--- config.mk ---
export PLATFORM = sky130hd
export DESIGN_NAME = multicycle_control_unit
export DESIGN_NICKNAME = d
export VERILOG_FILES = /design/src/rtl/rv32_ctrl_pkg.sv /design/src/rtl/multicycle_control_unit_ctrl_output_decode.sv /design/src/rtl/multicycle_control_unit.sv
export SDC_FILE = /design/constraint.sdc
export NUM_CORES = 1
export LEC_CHECK = 0
export BUFFER_PORTS_ARGS = -buffer_cell sky130_fd_sc_hd__buf_2
export CORE_MARGIN = 5
export CORE_UTILIZATION = 53
export DETAILED_ROUTE_END_ITERATION = 12
export GPL_TIMING_DRIVEN = 0
export PLACE_DENSITY = 0.84
export SLEW_MARGIN = 15
export SYNTH_ARGS = -nofsm -noshare
export SYNTH_HDL_FRONTEND = slang
export SYNTH_SLANG_ARGS = --single-unit
--- constraint.sdc ---
create_clock -name i_clk -period 2.9 [get_ports i_clk]
set_input_delay 0.58 -clock i_clk [delete_from_list [all_inputs] [get_ports i_clk]]
set_output_delay 0.58 -clock i_clk [all_outputs]
set_load 0.05 [all_outputs]
--- src/rtl/rv32_ctrl_pkg.sv ---
// Shared opcodes, state encoding and control codes for the
// multi-cycle RV32I control unit.
package rv32_ctrl_pkg;

  localparam logic [6:0] OP_R      = 7'b0110011;
  localparam logic [6:0] OP_IMM    = 7'b0010011;
  localparam logic [6:0] OP_LOAD   = 7'b0000011;
  localparam logic [6:0] OP_STORE  = 7'b0100011;
  localparam logic [6:0] OP_BRANCH = 7'b1100011;
  localparam logic [6:0] OP_JAL    = 7'b1101111;
  localparam logic [6:0] OP_JALR   = 7'b1100111;
  localparam logic [6:0] OP_LUI    = 7'b0110111;
  localparam logic [6:0] OP_AUIPC  = 7'b0010111;

  typedef enum logic [3:0] {
    S_FETCH    = 4'd0,
    S_DECODE   = 4'd1,
    S_EXEC_R   = 4'd2,
    S_EXEC_I   = 4'd3,
    S_ALU_WB   = 4'd4,
    S_MEM_ADDR = 4'd5,
    S_MEM_RD   = 4'd6,
    S_MEM_WB   = 4'd7,
    S_MEM_WR   = 4'd8,
    S_BRANCH   = 4'd9,
    S_JAL      = 4'd10,
    S_JALR     = 4'd11,
    S_JAL_WB   = 4'd12,
    S_LUI      = 4'd13,
    S_AUIPC    = 4'd14,
    S_ILLEGAL  = 4'd15
  } state_e;

  localparam logic [1:0] ALU_ADD   = 2'b00;
  localparam logic [1:0] ALU_SUB   = 2'b01;
  localparam logic [1:0] ALU_FUNCT = 2'b10;
  localparam logic [1:0] ALU_PASSB = 2'b11;

  localparam logic [1:0] SRCA_PC    = 2'b00;
  localparam logic [1:0] SRCA_RS1   = 2'b01;
  localparam logic [1:0] SRCA_OLDPC = 2'b10;
  localparam logic [1:0] SRCA_ZERO  = 2'b11;

  localparam logic [1:0] SRCB_RS2  = 2'b00;
  localparam logic [1:0] SRCB_IMM  = 2'b01;
  localparam logic [1:0] SRCB_FOUR = 2'b10;

  localparam logic [1:0] RES_ALUOUT = 2'b00;
  localparam logic [1:0] RES_MEM    = 2'b01;
  localparam logic [1:0] RES_ALU    = 2'b10;

  function automatic state_e decode_next(input logic [6:0] op);
    state_e s;
    case (op)
      OP_R:      s = S_EXEC_R;
      OP_IMM:    s = S_EXEC_I;
      OP_LOAD:   s = S_MEM_ADDR;
      OP_STORE:  s = S_MEM_ADDR;
      OP_BRANCH: s = S_BRANCH;
      OP_JAL:    s = S_JAL;
      OP_JALR:   s = S_JALR;
      OP_LUI:    s = S_LUI;
      OP_AUIPC:  s = S_AUIPC;
      default:   s = S_ILLEGAL;
    endcase
    return s;
  endfunction

endpackage

--- src/rtl/multicycle_control_unit_ctrl_output_decode.sv ---
// State -> control vector decode; only the FETCH/MEM strobes
// and the branch PC write look at the live inputs.
module ctrl_output_decode
  import rv32_ctrl_pkg::*;
(
  input  logic [3:0] i_state,
  input  logic       i_zero,
  input  logic       i_mem_ready,
  output logic       o_pc_write,
  output logic       o_ir_write,
  output logic       o_addr_src,
  output logic       o_mem_read,
  output logic       o_mem_write,
  output logic       o_reg_write,
  output logic [1:0] o_alu_src_a,
  output logic [1:0] o_alu_src_b,
  output logic [1:0] o_alu_op,
  output logic [1:0] o_result_src,
  output logic       o_instr_done
);

  always_comb begin
    o_pc_write   = 1'b0;
    o_ir_write   = 1'b0;
    o_addr_src   = 1'b0;
    o_mem_read   = 1'b0;
    o_mem_write  = 1'b0;
    o_reg_write  = 1'b0;
    o_alu_src_a  = SRCA_PC;
    o_alu_src_b  = SRCB_RS2;
    o_alu_op     = ALU_ADD;
    o_result_src = RES_ALUOUT;
    o_instr_done = 1'b0;
    case (i_state)
      S_FETCH: begin
        o_mem_read  = 1'b1;
        o_ir_write  = i_mem_ready;
        o_pc_write  = i_mem_ready;
        o_alu_src_b = SRCB_FOUR;
      end
      S_DECODE: begin
        o_alu_src_a = SRCA_OLDPC;
        o_alu_src_b = SRCB_IMM;
      end
      S_EXEC_R: begin
        o_alu_src_a = SRCA_RS1;
        o_alu_op    = ALU_FUNCT;
      end
      S_EXEC_I: begin
        o_alu_src_a = SRCA_RS1;
        o_alu_src_b = SRCB_IMM;
        o_alu_op    = ALU_FUNCT;
      end
      S_ALU_WB, S_MEM_WB: begin
        o_reg_write  = 1'b1;
        o_instr_done = 1'b1;
        o_result_src = (i_state == S_MEM_WB) ? RES_MEM : RES_ALUOUT;
      end
      S_MEM_ADDR, S_JALR: begin
        o_alu_src_a = SRCA_RS1;
        o_alu_src_b = SRCB_IMM;
      end
      S_MEM_RD: begin
        o_mem_read = 1'b1;
        o_addr_src = 1'b1;
      end
      S_MEM_WR: begin
        o_mem_write  = 1'b1;
        o_addr_src   = 1'b1;
        o_instr_done = i_mem_ready;
      end
      S_BRANCH: begin
        o_alu_src_a  = SRCA_RS1;
        o_alu_op     = ALU_SUB;
        o_pc_write   = i_zero;
        o_instr_done = 1'b1;
      end
      S_JAL, S_JAL_WB: begin
        // link value is old PC + 4; PC loads the registered target
        o_alu_src_a  = SRCA_OLDPC;
        o_alu_src_b  = SRCB_FOUR;
        o_reg_write  = 1'b1;
        o_pc_write   = 1'b1;
        o_instr_done = 1'b1;
        o_result_src = (i_state == S_JAL) ? RES_ALU : RES_ALUOUT;
      end
      S_LUI: begin
        o_alu_src_a = SRCA_ZERO;
        o_alu_src_b = SRCB_IMM;
        o_alu_op    = ALU_PASSB;
      end
      S_AUIPC: begin
        o_alu_src_a = SRCA_OLDPC;
        o_alu_src_b = SRCB_IMM;
      end
      default: ;
    endcase
  end

endmodule

--- src/rtl/multicycle_control_unit.sv ---
// Multi-cycle RV32I control FSM with memory wait timeout.
// Define PERF_COUNTERS_EN to add cycle/instret counters.
module multicycle_control_unit
  import rv32_ctrl_pkg::*;
#(
  parameter int ALU_OP_W    = 2,
  parameter int MEM_TIMEOUT = 15
) (
  input  logic                i_clk,
  input  logic                i_rst,
  input  logic [6:0]          i_opcode,
  input  logic                i_zero,
  input  logic                i_mem_ready,
  output logic                o_pc_write,
  output logic                o_ir_write,
  output logic                o_addr_src,
  output logic                o_mem_read,
  output logic                o_mem_write,
  output logic                o_reg_write,
  output logic [1:0]          o_alu_src_a,
  output logic [1:0]          o_alu_src_b,
  output logic [ALU_OP_W-1:0] o_alu_op,
  output logic [1:0]          o_result_src,
  output logic                o_instr_done,
  output logic                o_error,
`ifdef PERF_COUNTERS_EN
  output logic [31:0]         o_cycle_count,
  output logic [31:0]         o_instret_count,
`endif
  output logic [3:0]          o_state
);

  localparam int CNT_W =
    (MEM_TIMEOUT > 1) ? $clog2(MEM_TIMEOUT) : 1;
  localparam bit TO_EN = (MEM_TIMEOUT != 0);

  state_e     r_state;
  logic       r_error;
  logic [CNT_W-1:0] r_wait_cnt;

  logic w_pc_write, w_ir_write, w_mem_read;
  logic w_mem_write, w_reg_write, w_instr_done;
  logic [1:0] w_alu_op;
  logic w_wait_state, w_waiting, w_timeout;

  assign w_wait_state = (r_state == S_FETCH) ||
                        (r_state == S_MEM_RD) ||
                        (r_state == S_MEM_WR);
  assign w_waiting = w_wait_state && !i_mem_ready;
  assign w_timeout = TO_EN && w_waiting &&
    (r_wait_cnt == CNT_W'(MEM_TIMEOUT - 1));

  always_ff @(posedge i_clk) begin
    if (i_rst) begin
      r_state    <= S_FETCH;
      r_error    <= 1'b0;
      r_wait_cnt <= '0;
    end else if (w_timeout) begin
      r_state    <= S_ILLEGAL;
      r_error    <= 1'b1;
      r_wait_cnt <= '0;
    end else begin
      r_wait_cnt <= w_waiting ? r_wait_cnt + 1'b1 : '0;
      case (r_state)
        S_FETCH:
          if (i_mem_ready) r_state <= S_DECODE;
        S_DECODE: begin
          r_state <= decode_next(i_opcode);
          if (decode_next(i_opcode) == S_ILLEGAL)
            r_error <= 1'b1;
        end
        S_EXEC_R, S_EXEC_I, S_LUI, S_AUIPC:
          r_state <= S_ALU_WB;
        S_MEM_ADDR:
          r_state <= (i_opcode == OP_STORE) ? S_MEM_WR : S_MEM_RD;
        S_MEM_RD:
          if (i_mem_ready) r_state <= S_MEM_WB;
        S_MEM_WR:
          if (i_mem_ready) r_state <= S_FETCH;
        S_JALR:
          r_state <= S_JAL_WB;
        S_ILLEGAL: begin
          r_state <= S_ILLEGAL;
          r_error <= 1'b1;
        end
        default:
          r_state <= S_FETCH;
      endcase
    end
  end

  ctrl_output_decode u_dec (
    .i_state      (r_state),
    .i_zero       (i_zero),
    .i_mem_ready  (i_mem_ready),
    .o_pc_write   (w_pc_write),
    .o_ir_write   (w_ir_write),
    .o_addr_src   (o_addr_src),
    .o_mem_read   (w_mem_read),
    .o_mem_write  (w_mem_write),
    .o_reg_write  (w_reg_write),
    .o_alu_src_a  (o_alu_src_a),
    .o_alu_src_b  (o_alu_src_b),
    .o_alu_op     (w_alu_op),
    .o_result_src (o_result_src),
    .o_instr_done (w_instr_done)
  );

  // enables are forced low while reset is held
  assign o_pc_write   = w_pc_write   & ~i_rst;
  assign o_ir_write   = w_ir_write   & ~i_rst;
  assign o_mem_read   = w_mem_read   & ~i_rst;
  assign o_mem_write  = w_mem_write  & ~i_rst;
  assign o_reg_write  = w_reg_write  & ~i_rst;
  assign o_instr_done = w_instr_done & ~i_rst;
  assign o_alu_op     = ALU_OP_W'(w_alu_op);
  assign o_error      = r_error;
  assign o_state      = r_state;

`ifdef PERF_COUNTERS_EN
  logic [31:0] r_cycle_count;
  logic [31:0] r_instret_count;

  always_ff @(posedge i_clk) begin
    if (i_rst) begin
      r_cycle_count   <= '0;
      r_instret_count <= '0;
    end else begin
      r_cycle_count <= r_cycle_count + 32'd1;
      if (w_instr_done)
        r_instret_count <= r_instret_count + 32'd1;
    end
  end

  assign o_cycle_count   = r_cycle_count;
  assign o_instret_count = r_instret_count;
`endif

endmodule

==> flow_metrics.env, run 1 <==
export IMPL_r2r_cells=6
export IMPL_via_count=1117
export IMPL_finalSetupViolations=0
export IMPL_grt_pass1_vias=1022
export IMPL_design_area_mm2=0.00109
export IMPL_cts_sinks=9
export IMPL_wirelength_um=2600
export IMPL_cp_end_kind="primary output"
export IMPL_ys_ff_latch=9
export IMPL_postCtsHoldBufs=0
export IMPL_cp_max_fo=10
export IMPL_power_density_mw_per_mm2=1230
export IMPL_cts_htree_levels=1
export IMPL_grt_max_degree=11
export IMPL_wl_per_cell_um=14.2
export IMPL_instances_no_fill=183
export IMPL_drv_slew=0
export IMPL_post_place_ws_ns=0.631
export IMPL_synth_flop_cell="dfxtp_1"
export IMPL_wl_met2_um=1230
export IMPL_dpl_hpwl_um=2000
export IMPL_grt_pass1_wl_um=4330
export IMPL_critPathKind="flop to primary output"
export IMPL_coreArea_mm2=0.00154
export IMPL_diodes=0
export IMPL_cts_tree="done"
export IMPL_setup_tns_ns=0
export IMPL_fin_ws_ns=0.324
export IMPL_syn_area_um2=887
export IMPL_fmax_ghz=0.388
export IMPL_postSynthCellCount=133
export IMPL_worstMarginPinSlew_ns=0.480
export IMPL_nets=181
export IMPL_peakVddDrop_uv=772
export IMPL_clkLatencyLatePin_ns=0.27
export IMPL_arrival_ns=2.00
export IMPL_status="completed"
export IMPL_cts_buffers=3
export IMPL_clockBufferDepth=2
export IMPL_drive_gt1_share_pct=24.6
export IMPL_initial_utilization_pct=57.5
export IMPL_antenna_found_initial=0
export IMPL_drtAntennaViolNets=0
export IMPL_rows=14
export IMPL_final_util_pct=70.8
export IMPL_synth_edf_count=0
export IMPL_topRoutingLayerUsed="met4"
export IMPL_start_kind="flop"
export IMPL_vias_per_cell=6.10
export IMPL_overflow=0
export IMPL_ios=31
export IMPL_rsz0062_at_grt="false"
export IMPL_drv_cap=0
export IMPL_drc_errors=0
export IMPL_clk_pin_slew_ns=0.06
export IMPL_leakagePower_nw=0.500
export IMPL_syn_area_per_cell_um2=6.67
export IMPL_hold_slack_ns=0.489
export IMPL_yosys_top_cells_area="dfxtp_1 20%, a21oi_1 10%, nor2_1 8.9%"
export IMPL_synth_area_leader_cell="dfxtp_1"
export IMPL_portBuffers=30
export IMPL_gp_congestion=0.932
export IMPL_power_mw=1.35
export IMPL_ys_types=37
export IMPL_skew_ns=0.00339
export IMPL_grt_total_usage_pct=21.0
export IMPL_dieHeight_um=50.9
export IMPL_first_pass_iters=4
export IMPL_slew_headroom_pct=68.0
export IMPL_synth_fp_nets=146
export IMPL_initialDrtViolationCount=34
export IMPL_hold_path_depth=1
export IMPL_placedCellCount=179
export IMPL_yosysWarnings=0
export IMPL_place_area_mm2=0.00106
export IMPL_wl_met1_um=1050
export IMPL_finalHoldViolations=0
export IMPL_cp_required_ns=2.32
export IMPL_die_area_mm2=0.00259
export IMPL_min_period_ns=2.58
export IMPL_fin_crit_sh_pct=88.8
export IMPL_cts_repair_resized=0
export IMPL_hold_class="flop to flop"
export IMPL_cts_setup_buffers=0
export IMPL_synthArstFlopShare_pct=0
export IMPL_dr_wl_met3_um=283
export IMPL_synth_top_area_share_pct=20.3
export IMPL_fp_dieW_um=50.9
export IMPL_synthToLayoutAreaGrowth_pct=23.0
export IMPL_cts_root_buf="clkbuf_4"
export IMPL_ys_seq_area_share_pct=20.3
cells in the final DEF (no fill, tap or decap), types with 2 or more instances in the layout:
cell type   n
o21ai_0     3
nand2_1    10
o211ai_1    2
nor3_1      6
clkbuf_4    3
mux2i_1     3
nor2_1     21
ha_1        2
and2b_1     2
nor2b_1     6
buf_2      36
a22o_1      2
inv_1       4
a211oi_1    2
o22ai_1     4
o21bai_1    2
a21oi_1    18
nand2b_1    5
nand3_1     6
xor2_1      2
dfxtp_1     9
power breakdown:
part           internal, mW  switching, mW  total, mW
clock network        0.0511         0.0484     0.0995
registers             0.157         0.0382      0.195
logic                 0.286          0.766       1.05
total                 0.494          0.852       1.35
path summary, 6_finish.rpt:
| check | slack, ns | startpoint | to |
|---|---|---|---|
| setup / recovery | 0.32 | o_state[1] | o_alu_src_b[1] |
| hold / removal | 0.49 | r_wait_cnt[0] | r_wait_cnt[0] |
| setup reg to reg | 1.23 | o_state[2] | o_state[0] |
| hold reg to reg | 0.49 | r_wait_cnt[0] | r_wait_cnt[0] |
routing by layer:
metal	up-vias	track usage [%]
li1	556	-
met1	487	26.5
met2	66	34.5
met3	8	6.10
met4	0	6.38
met5	-	0
worst max-delay path, stage by stage, from the launching register on:
cell and delay [ns]:
dfxtp_1 0.47, buf_2 0.26, buf_2 0.25, xor2_1 0.25, a21oi_1 0.12, nor2_1 0.12
buf_2 0.27
kinds of logic (layout without fill, tap and decap cells):
logic type / count (synthesis) / after routing / synth area share [%]
xor gates and xnor gates: 3 / 3 / 2.96
buffers and inverters: 12 / 46 / 5.92
muxes: 3 / 3 / 3.39
AOI/OAI and AO/OA: 39 / 39 / 27.2
adders and majority gates: 2 / 2 / 2.82
DFF: 9 / 9 / 20.3
and+or+nand+nor: 65 / 65 / 37.4
cells in the mapped netlist (2+ instances only):
master    instances
dfxtp_1           9
nor2_1           21
nand3_1           6
mux2i_1           3
o22ai_1           4
nor2b_1           6
a22o_1            2
o211ai_1          2
nand2_1          10
o21bai_1          2
a211oi_1          2
inv_1             4
buf_2             6
ha_1              2
nor3_1            6
xor2_1            2
and2b_1           2
a21oi_1          18
o21ai_0           3
nor4_1            2
nand2b_1          5
flip-flops by register name, indices dropped and copies added (netlist names):
register	flops
o_state	4
r_wait_cnt	4
o_error	1
cell type report:
| class | count | area (um^2) |
|---|---|---|
| clock buffers | 3 | 22.5 |
| fillers | 148 | 450 |
| repair buffers | 30 | 150 |
| plain buffers | 8 | 37.5 |
| well taps | 16 | 20.0 |
| multi-input cells | 112 | 661 |
| flip-flops and latches | 9 | 180 |
| clock inverters | 1 | 5.00 |
| inverters | 4 | 15.0 |
No activity file was read; power rests on OpenSTA's default activity.
==> run 2: changes to the inputs <==
Settings changed: ABC_AREA set to 1, CAP_MARGIN set to 40.
==> run 2 against run 1 <==
Compared with the run above: via count decreased by 6.6%; largest power group unchanged; non-clock buffer count shrank 8; clock-buffer cell count is 1 higher; sequential power shrank 3%; final area shrank 0.34%; sequential share of layout area up 0.057 points; largest cell class unchanged; setup slack improved by 0.22 ns; critical path depth increased by 2; worst hold slack worse by 0.022 ns; critical path type unchanged.
==> flow_metrics.env, run 2 <==
export IMPL_status="completed"
export IMPL_synth_adder_area_share_pct=2.81
export IMPL_synthArstFlopShare_pct=0
export IMPL_synthXorXnorAreaFrac_pct=1.97
export IMPL_worstMarginPinSlew_ns=0.450
export IMPL_r2r_start="o_state[2]"
export IMPL_dieHeight_um=51.0
export IMPL_syn_area_um2=890
export IMPL_p_clk_share_pct=8.6
export IMPL_slew_headroom_pct=70.0
export IMPL_clkLatencyLatePin_ns=0.25
export IMPL_antenna_found_initial=0
export IMPL_grt_pass1_vias=1018
export IMPL_synth_fp_nets=168
export IMPL_drv_cap=0
export IMPL_netlist_top_cells_count="32 x nand2_1, 30 x nor2_1, 22 x inv_1, 10 x nand2_2, 9 x dfxtp_1"
export IMPL_arrival_ns=1.78
export IMPL_coreArea_mm2=0.00154
export IMPL_rows=14
export IMPL_synth_edf_count=0
export IMPL_portBuffers=29
export IMPL_drv_slew=0
export IMPL_swShare_pct=63.1
export IMPL_fin_crit_sh_pct=81.3
export IMPL_min_to="r_wait_cnt[0]"
export IMPL_r2r_cells=11
export IMPL_die_area_mm2=0.00260
export IMPL_cts_tree="done"
export IMPL_synthSimpleGateAreaFrac_pct=52.2
export IMPL_initial_utilization_pct=57.7
export IMPL_cts_setup_buffers=0
export IMPL_finalHoldViolations=0
export IMPL_fp_dieW_um=51.0
export IMPL_synth_flop_cell="dfxtp_1"
export IMPL_drc_errors=0
export IMPL_drive_gt1_share_pct=33.0
export IMPL_peakVddDrop_uv=552
export IMPL_synthToLayoutAreaGrowth_pct=22.2
export IMPL_cts_htree_levels=1
export IMPL_diodes=0
export IMPL_ys_ff_latch=9
export IMPL_pwr_share_comb_pct=74.2
export IMPL_fmax_ghz=0.424
export IMPL_synth_most_common_cell="nand2_1"
export IMPL_postCtsHoldBufs=0
export IMPL_postSynthCellCount=155
export IMPL_dpl_hpwl_um=1880
export IMPL_path_cells="inv_1, nand2_2, nor2_2, a21oi_2, o21ai_0, a31oi_1, nor2_1, buf_2"
export IMPL_setup_tns_ns=0
export IMPL_cp_required_ns=2.32
export IMPL_overflow=0
export IMPL_ios=31
export IMPL_cts_sinks=9
export IMPL_rsz0062_at_grt="false"
export IMPL_ys_seq_area_share_pct=20.3
export IMPL_cts_repair_resized=0
export IMPL_synth_top_area_share_pct=20.3
export IMPL_nets=202
export IMPL_wirelength_um=2240
export IMPL_critPathKind="flop to primary output"
export IMPL_rrSetupSlack_ns=1.54
export IMPL_synth_area_leader_cell="dfxtp_1"
export IMPL_slowest_delay_ns=0.41
export IMPL_path_delay_family="compound AO/OA/AOI/OAI gates"
export IMPL_via_count=1043
export IMPL_synth_mux_area_share_pct=0
export IMPL_cts_buffers=3
export IMPL_yosys_top_cells_area="dfxtp_1 20%, nand2_1 14%, nor2_1 13%"
export IMPL_hp_start="r_wait_cnt[0]"
export IMPL_mostFrequentLayoutCells="32 x nand2_1, 29 x nor2_1, 29 x buf_2"
export IMPL_power_switching_uw=694
export IMPL_grt_total_usage_pct=18.2
export IMPL_grt_pass1_wl_um=3880
export IMPL_clk_pin_slew_ns=0.06
export IMPL_seqPwrFrac_pct=17.2
export IMPL_gp_congestion=0.884
export IMPL_wl_per_cell_um=11.0
export IMPL_cp_end_kind="primary output"
export IMPL_cp_max_fo=5
export IMPL_final_common_cell="nand2_1"
export IMPL_cp_num_buf_inv=2
export IMPL_hold_slack_ns=0.467
export IMPL_power_density_mw_per_mm2=1010
export IMPL_start_kind="flop"
export IMPL_yosysWarnings=0
export IMPL_synth_top_family_by_area="simple AND/OR/NAND/NOR gates"
export IMPL_cts_root_buf="clkbuf_4"
export IMPL_ys_types=27
export IMPL_clockBufferDepth=2
export IMPL_hold_path_depth=1
export IMPL_crit_slowest_cell="dfxtp_1"
export IMPL_first_pass_iters=6
export IMPL_initialDrtViolationCount=18
export IMPL_drtAntennaViolNets=0
export IMPL_synth_compound_area_share_pct=10.1
export IMPL_vias_per_cell=5.11
export IMPL_skew_ns=0.00106
export IMPL_syn_area_per_cell_um2=5.74
export IMPL_leakagePower_nw=0.654
export IMPL_hold_class="flop to flop"
export IMPL_grt_max_degree=10
export IMPL_min_period_ns=2.36
export IMPL_finalSetupViolations=0
export IMPL_r2r_end="o_state[0]"
export IMPL_p_int_uw=406
[run 2: worst max-delay path by stage]
stage                   endpoint  startpoint  depth (start not counted)  slack (ns)
floorplan            o_reg_write  o_state[1]                          4        0.03
global placement    o_instr_done       i_rst                          5        0.88
detailed placement    o_pc_write  o_state[2]                          8        0.83
CTS                   o_pc_write  o_state[2]                          8        0.55
global route          o_pc_write  o_state[2]                          8        0.40
finish                o_pc_write  o_state[2]                          8        0.54
[run 2: layer usage]
layer,wire [um],GRT usage [%]
met5,0,0
met4,31,5.96
met2,1100,34.5
met3,140,3.49
met1,972,19.9
[run 2: through the flow]
step / worst slack (ns) / power, mW / cell area (um^2) / cells / util, %
finish: 0.541 / 1.10 / 1090 / 204 / 70.5
global route: 0.402 / 1.19 / 1090 / 204 / 70.5
CTS: 0.546 / 1.10 / 1090 / 204 / 70.5
detailed placement: 0.826 / 1.01 / 1060 / 200 / 68.8
global placement: 0.882 / 0.995 / 1060 / 200 / 68.8
floorplan: 0.0291 / 0.849 / 896 / 155 / -
[run 2: power by group through the flow]
stage,combinational (mW),clock (mW),sequential [mW]
detailed placement,0.817,0,0.191
finish,0.817,0.0941,0.190
global placement,0.803,0,0.192
CTS,0.819,0.0959,0.189
global route,0.885,0.107,0.193
floorplan,0.579,0,0.270
[run 2: kinds of logic (layout without fill, tap and decap cells)]
group | Yosys count | count (layout)
and+or+nand+nor | 97 | 97
DFF | 9 | 9
adders and majority gates | 2 | 2
buffers and inverters | 30 | 63
AOI/OAI and AO/OA | 15 | 15
xor gates and xnor gates | 2 | 2
[run 2: area by class of cell]
type,instances,area [um^2]
Clock buffer,4,26.3
Inverter,29,109
Timing Repair Buffer,29,145
Multi-Input combinational cell,116,603
Fill cell,147,454
Tap cell,16,20.0
Buffer,1,3.75
Sequential cell,9,180
